### src/rtl/noc_rr_switch_alloc.sv
// Switch allocator: one round-robin arbiter per output, with packet locking and registered grants.
// Optional lock-stall timeout is enabled by defining SA_LOCK_TIMEOUT_EN.
//
// state     | meaning
// ST_IDLE   | output free; arbitrate among requesters starting after ptr
// ST_LOCKED | output held by owner until its tail flit is granted
module noc_rr_switch_alloc #(
  parameter int NUM_PORTS    = 5,
  parameter int PORT_W       = 3,
  parameter int LOCK_TIMEOUT = 16
) (
  input  logic                          clk,
  input  logic                          rst,
  input  logic [NUM_PORTS*NUM_PORTS-1:0] req_i,
  input  logic [NUM_PORTS-1:0]          tail_i,
  input  logic [NUM_PORTS-1:0]          en_i,
  output logic [NUM_PORTS-1:0]          gnt_valid_o,
  output logic [NUM_PORTS*PORT_W-1:0]   gnt_port_o,
  output logic [NUM_PORTS-1:0]          lock_o,
  output logic [NUM_PORTS-1:0]          lock_err_o
);

  localparam logic [0:0] ST_IDLE   = 1'b0;
  localparam logic [0:0] ST_LOCKED = 1'b1;

  logic [NUM_PORTS-1:0][NUM_PORTS-1:0] req_s;
  logic [NUM_PORTS-1:0]                gnt_out;
  logic [PORT_W-1:0]                   gnt_in [NUM_PORTS];
  logic [NUM_PORTS-1:0]                nxt_valid;
  logic [PORT_W-1:0]                   nxt_port [NUM_PORTS];

  // Keep only the lowest requested output per input (x & -x isolates the lowest set bit).
  for (genvar i = 0; i < NUM_PORTS; i++) begin : g_in
    logic [NUM_PORTS-1:0] row;
    assign row      = req_i[i*NUM_PORTS +: NUM_PORTS];
    assign req_s[i] = row & (~row + 1'b1);
  end

  for (genvar j = 0; j < NUM_PORTS; j++) begin : g_out
    logic [NUM_PORTS-1:0] col;
    logic [0:0]           state;
    logic [PORT_W-1:0]    ptr;
    logic [PORT_W-1:0]    owner;
    logic                 win_found;
    logic [PORT_W-1:0]    win_idx;
    logic                 gnt;
    logic [PORT_W-1:0]    gnt_idx;
    logic                 err;

    for (genvar i = 0; i < NUM_PORTS; i++) begin : g_col
      assign col[i] = req_s[i][j];
    end

    // Two descending passes: the last hit wins, so candidates above ptr beat those at or below it.
    always_comb begin
      win_found = 1'b0;
      win_idx   = '0;
      for (int i = NUM_PORTS - 1; i >= 0; i--) begin
        if (col[i] && (PORT_W'(i) <= ptr)) begin
          win_found = 1'b1;
          win_idx   = PORT_W'(i);
        end
      end
      for (int i = NUM_PORTS - 1; i >= 0; i--) begin
        if (col[i] && (PORT_W'(i) > ptr)) begin
          win_found = 1'b1;
          win_idx   = PORT_W'(i);
        end
      end
    end

    always_comb begin
      gnt     = 1'b0;
      gnt_idx = '0;
      if (state == ST_IDLE) begin
        if (en_i[j] && win_found) begin
          gnt     = 1'b1;
          gnt_idx = win_idx;
        end
      end else if (en_i[j] && col[owner]) begin
        gnt     = 1'b1;
        gnt_idx = owner;
      end
    end

`ifdef SA_LOCK_TIMEOUT_EN
    logic [7:0] stall_cnt;

    always_ff @(posedge clk or posedge rst) begin
      if (rst) begin
        state     <= ST_IDLE;
        ptr       <= PORT_W'(NUM_PORTS - 1);
        owner     <= '0;
        stall_cnt <= '0;
        err       <= 1'b0;
      end else begin
        err <= 1'b0;
        if (gnt) begin
          stall_cnt <= '0;
          if (state == ST_IDLE) begin
            ptr <= win_idx;
            if (!tail_i[win_idx]) begin
              state <= ST_LOCKED;
              owner <= win_idx;
            end
          end else if (tail_i[owner]) begin
            state <= ST_IDLE;
          end
        end else if (state == ST_IDLE) begin
          stall_cnt <= '0;
        end else if (en_i[j]) begin
          if (stall_cnt == 8'(LOCK_TIMEOUT - 1)) begin
            state     <= ST_IDLE;
            stall_cnt <= '0;
            err       <= 1'b1;
          end else begin
            stall_cnt <= stall_cnt + 8'd1;
          end
        end
      end
    end
`else
    always_ff @(posedge clk or posedge rst) begin
      if (rst) begin
        state <= ST_IDLE;
        ptr   <= PORT_W'(NUM_PORTS - 1);
        owner <= '0;
      end else if (gnt) begin
        if (state == ST_IDLE) begin
          ptr <= win_idx;
          if (!tail_i[win_idx]) begin
            state <= ST_LOCKED;
            owner <= win_idx;
          end
        end else if (tail_i[owner]) begin
          state <= ST_IDLE;
        end
      end
    end

    assign err = 1'b0;
`endif

    assign gnt_out[j]    = gnt;
    assign gnt_in[j]     = gnt_idx;
    assign lock_o[j]     = (state == ST_LOCKED);
    assign lock_err_o[j] = err;
  end

  // Each input asks for at most one output, so at most one output can name it.
  always_comb begin
    for (int i = 0; i < NUM_PORTS; i++) begin
      nxt_valid[i] = 1'b0;
      nxt_port[i]  = '0;
      for (int j = 0; j < NUM_PORTS; j++) begin
        if (gnt_out[j] && (gnt_in[j] == PORT_W'(i))) begin
          nxt_valid[i] = 1'b1;
          nxt_port[i]  = PORT_W'(j);
        end
      end
    end
  end

  always_ff @(posedge clk or posedge rst) begin
    if (rst) begin
      gnt_valid_o <= '0;
      gnt_port_o  <= '0;
    end else begin
      gnt_valid_o <= nxt_valid;
      for (int i = 0; i < NUM_PORTS; i++) begin
        if (nxt_valid[i]) gnt_port_o[i*PORT_W +: PORT_W] <= nxt_port[i];
      end
    end
  end

endmodule

### config.mk
export PLATFORM = sky130hd
export DESIGN_NAME = noc_rr_switch_alloc
export DESIGN_NICKNAME = d
export VERILOG_FILES = /design/src/rtl/noc_rr_switch_alloc.sv
export SDC_FILE = /design/constraint.sdc
export NUM_CORES = 1
export LEC_CHECK = 0
export BUFFER_PORTS_ARGS = -buffer_cell sky130_fd_sc_hd__buf_2
export CAP_MARGIN = 20
export CORE_MARGIN = 3
export CORE_UTILIZATION = 53
export DETAILED_ROUTE_END_ITERATION = 10
export HOLD_SLACK_MARGIN = 0.06
export PLACE_DENSITY_LB_ADDON = 0.12
export SYNTH_ARGS = -nofsm -noshare
export SYNTH_HDL_FRONTEND = slang
export SYNTH_SLANG_ARGS = --single-unit
### constraint.sdc
create_clock -name clk -period 2.9 [get_ports clk]
set_clock_uncertainty 0.15 [all_clocks]
set_input_delay 0.58 -clock clk [delete_from_list [all_inputs] [get_ports clk]]
set_output_delay 0.58 -clock clk [all_outputs]
set_load 0.05 [all_outputs]
==> impl_metrics.prom <==
# TYPE chip_impl_metric gauge
chip_impl_info{name="outcome",value="finished clean"} 1
chip_impl_metric{name="drt-pass1-iter-count",unit=""} 5
chip_impl_metric{name="cts_num_sinks",unit=""} 55
chip_impl_metric{name="post-route-util",unit="%"} 70.6
chip_impl_metric{name="register_area",unit="um^2"} 1380
chip_impl_metric{name="timing.final.max_slew_violations",unit=""} 0
chip_impl_info{name="yosys_most_used_dff",value="dfrtp_1"} 1
chip_impl_metric{name="cell_variety_after_synth",unit=""} 84
chip_impl_metric{name="gp_congestion",unit=""} 1.00
chip_impl_info{name="endpoint_kind",value="flop"} 1
chip_impl_metric{name="max_cap_violations",unit=""} 0
chip_impl_metric{name="die_area",unit="um^2"} 10200
chip_impl_metric{name="slew_headroom",unit="%"} 63.8
chip_impl_info{name="worstHoldPathType",value="reg -> reg"} 1
chip_impl_metric{name="via_count_of_the_first_global_routing_pass",unit=""} 5104
chip_impl_metric{name="globalRouteOverflowTotal",unit=""} 0
chip_impl_info{name="cts-root-buf",value="clkbuf_8"} 1
chip_impl_metric{name="postSynth.asyncResetShare",unit="%"} 100
chip_impl_metric{name="finish.instance_area",unit="um^2"} 6190
chip_impl_metric{name="clk_transition_reported_paths",unit="ns"} 0.11
chip_impl_metric{name="timing.setup.tns",unit="ns"} 0
chip_impl_metric{name="fillerInstances",unit=""} 740
chip_impl_metric{name="final.hold.worst_slack",unit="ns"} 0.364
chip_impl_metric{name="cp_max_fo",unit=""} 7
chip_impl_metric{name="cts_htree_levels",unit=""} 2
chip_impl_metric{name="initialDrtViolationCount",unit=""} 374
chip_impl_metric{name="number_of_buffers_added_by_the_clock_tree_synthesis_step",unit=""} 5
chip_impl_metric{name="post-dp-hpwl",unit="um"} 12500
chip_impl_metric{name="finalWorstPathRequiredPeriod",unit="ns"} 2.82
chip_impl_metric{name="insertion_delay",unit="ns"} 0.33
chip_impl_metric{name="wp_data_arrival",unit="ns"} 2.89
chip_impl_metric{name="timing.critical_path.required",unit="ns"} 2.97
chip_impl_metric{name="power.density_cell_area",unit="nW/um^2"} 776
chip_impl_metric{name="synth.cell_area",unit="um^2"} 4790
chip_impl_metric{name="post_dp_cell_area",unit="um^2"} 6020
chip_impl_metric{name="detail_route.wl_per_cell",unit="um"} 18.8
chip_impl_metric{name="io_buffer_count",unit=""} 61
chip_impl_metric{name="synth_warnings",unit=""} 0
chip_impl_metric{name="initial_utilization",unit="%"} 54.6
chip_impl_info{name="layout.cells.most_common",value="buf_4"} 1
chip_impl_metric{name="power.ir.vdd_worst",unit="uV"} 589
chip_impl_metric{name="post_route_cells_drive_above_1_share",unit="%"} 34.6
chip_impl_metric{name="postRouteAntennaNets",unit=""} 0
chip_impl_metric{name="report.final.setup_viol",unit=""} 0
chip_impl_metric{name="power",unit="mW"} 4.80
chip_impl_metric{name="synth-seq-area-share",unit="%"} 28.9
chip_impl_metric{name="tightestPinTransition",unit="ns"} 0.535
chip_impl_metric{name="multi_input_comb_area",unit="um^2"} 3200
chip_impl_metric{name="gr-usage-all-layers",unit="%"} 31.8
chip_impl_metric{name="antenna_cells",unit=""} 0
chip_impl_metric{name="synth_area_per_cell",unit="um^2"} 8.13
chip_impl_metric{name="num_io_pins",unit=""} 67
chip_impl_metric{name="placeableCoreArea",unit="um^2"} 8760
chip_impl_info{name="layout_common_cells",value="buf_4, buf_2, nand2_1"} 1
chip_impl_metric{name="post_route_wl",unit="um"} 16100
chip_impl_metric{name="post_synth_edffs",unit=""} 0
chip_impl_metric{name="dieHeight",unit="um"} 101
chip_impl_metric{name="p_leak",unit="nW"} 2.86
chip_impl_metric{name="layout-area-overhead-vs-synth",unit="%"} 29.3
chip_impl_info{name="worstSetupPathType",value="in -> reg"} 1
chip_impl_info{name="tritoncts",value="done"} 1
chip_impl_info{name="setup_repair_after_global_routing_missed_its_margin",value="no"} 1
chip_impl_metric{name="netlist_instances",unit=""} 589
chip_impl_metric{name="die-width",unit="um"} 101
chip_impl_metric{name="postCtsSetupRepairBufs",unit=""} 0
chip_impl_metric{name="antenna_found_initial",unit=""} 0
chip_impl_metric{name="pin_count_of_the_biggest_net_entering_global_routing",unit=""} 33
chip_impl_metric{name="final_hold_violation_count",unit=""} 0
chip_impl_metric{name="finish.net_count",unit=""} 785
chip_impl_metric{name="vias_per_instance",unit=""} 6.28
chip_impl_metric{name="fin_crit_sh",unit="%"} 97.1
chip_impl_metric{name="floorplan.rows",unit=""} 34
chip_impl_metric{name="detail_route.drc_violations",unit=""} 0
chip_impl_info{name="crit_path_start_kind",value="input pin"} 1
chip_impl_metric{name="yosys_register_bits",unit=""} 55
chip_impl_metric{name="ctsLongestPathBuffers",unit=""} 2
chip_impl_metric{name="fmax",unit="MHz"} 355
chip_impl_metric{name="route.vias.total",unit=""} 5384
chip_impl_metric{name="wire_length_of_the_first_global_routing_pass",unit="um"} 25900
-- worst paths after layout --
path / from / end / slack, ns / cells past startpoint
hold reg to reg: gnt_port_o[14] / gnt_port_o[14] / 0.36 / 1
hold / removal: gnt_port_o[14] / gnt_port_o[14] / 0.36 / 1
max in group asynchronous: rst / g_out[3].ptr[2] / 1.39 / 4
min in group asynchronous: rst / gnt_port_o[6] / 0.52 / 3
setup reg to reg: g_out[4].ptr[2] / gnt_port_o[11] / 0.11 / 10
setup / recovery: req_i[16] / gnt_port_o[5] / 0.08 / 9
-- routing by layer --
| layer | vias to the layer above | wire [um] | global-route usage, % |
|---|---|---|---|
| met3 | 33 | 1280 | 4.22 |
| li1 | 2528 | - | - |
| met4 | 0 | 277 | 8.28 |
| met2 | 231 | 7690 | 52.2 |
| met5 | - | 0 | 0 |
| met1 | 2592 | 6840 | 44.0 |
-- cells in the mapped netlist, drive strengths merged (3+ instances only) --
cell type	number	area (um^2)
and2	8	50.1
o22ai	11	68.8
or3	7	43.8
or4b	8	80.1
dfrtp	50	1250
a2111oi	3	33.8
a21o	10	75.1
nor2	39	146
a31oi	7	43.8
nand2	58	218
or2	5	31.3
o211ai	7	52.6
mux2i	13	130
o2bb2ai	3	26.3
buf	23	153
a22o	4	35.0
a41oi	5	43.8
inv	21	78.8
a22oi	4	30.0
o21ai	44	220
and3	5	31.3
nand3	21	110
nand3b	4	30.0
a21boi	3	26.3
mux2	8	97.6
nor4	5	31.3
a31o	6	52.6
clkbuf	22	82.6
nor4b	8	76.3
o21bai	4	41.3
mux4	6	135
nor3b	3	22.5
nand2b	17	106
or3b	7	61.3
nor2b	19	119
nand4	4	25.0
a21oi	43	234
o31ai	4	30.0
nor3	22	131
a211oi	7	57.6
dfstp	5	131
-- cells by family (layout without fill, tap and decap cells) --
group           after synthesis  count (layout)  share of synthesized area (%)
mux                          27              27                           7.58
buf+inv                      66             222                           6.56
simple gates                241             241                           27.6
compound gates              199             199                           29.3
flops                        55              55                           28.9
other cells                   1               5                         0.0783
-- registers in the layout, indices dropped and copies added (netlist names) --
register	count
g_out.state	5
gnt_port_o	15
g_out.ptr	15
g_out.owner	15
gnt_valid_o	5
-- critical path, cell delays in order --
cell	delay, ns
buf_2	0.16
or4b_1	0.67
nor3_1	0.22
a221oi_1	0.09
buf_4	0.17
a21o_1	0.19
o32a_1	0.37
and2_1	0.21
a31o_2	0.23
-- cell type report --
type | instances | share of cell area (%)
Multi-Input combinational cell | 472 | 51.7
Sequential cell | 55 | 22.3
Timing Repair Buffer | 193 | 21.0
Tap cell | 108 | 2.18
Inverter | 21 | 1.27
Clock buffer | 5 | 1.11
Clock inverter | 3 | 0.364
-- per-stage QoR --
step | std cells | setup WS, ns
finish | 857 | 0.0827
global placement | 848 | -0.204
global route | 857 | 0.00273
detailed placement | 848 | -0.265
floorplan | 593 | -0.00719
CTS | 857 | 0.0620
-- power by group --
part | switching (mW) | leakage [nW] | internal (mW)
Combinational | 1.66 | 2.12 | 1.11
Clock | 0.293 | 0.0489 | 0.176
Sequential | 0.462 | 0.695 | 1.09
Total | 2.42 | 2.86 | 2.38
-- what timing repair did --
action	4_1_cts	5_1_grt
endpoints found under the setup margin	0	22
endpoints found under the hold margin	6	0
resized for setup	0	14
hold buffers	1	0
No activity file was read; power rests on OpenSTA's default activity.
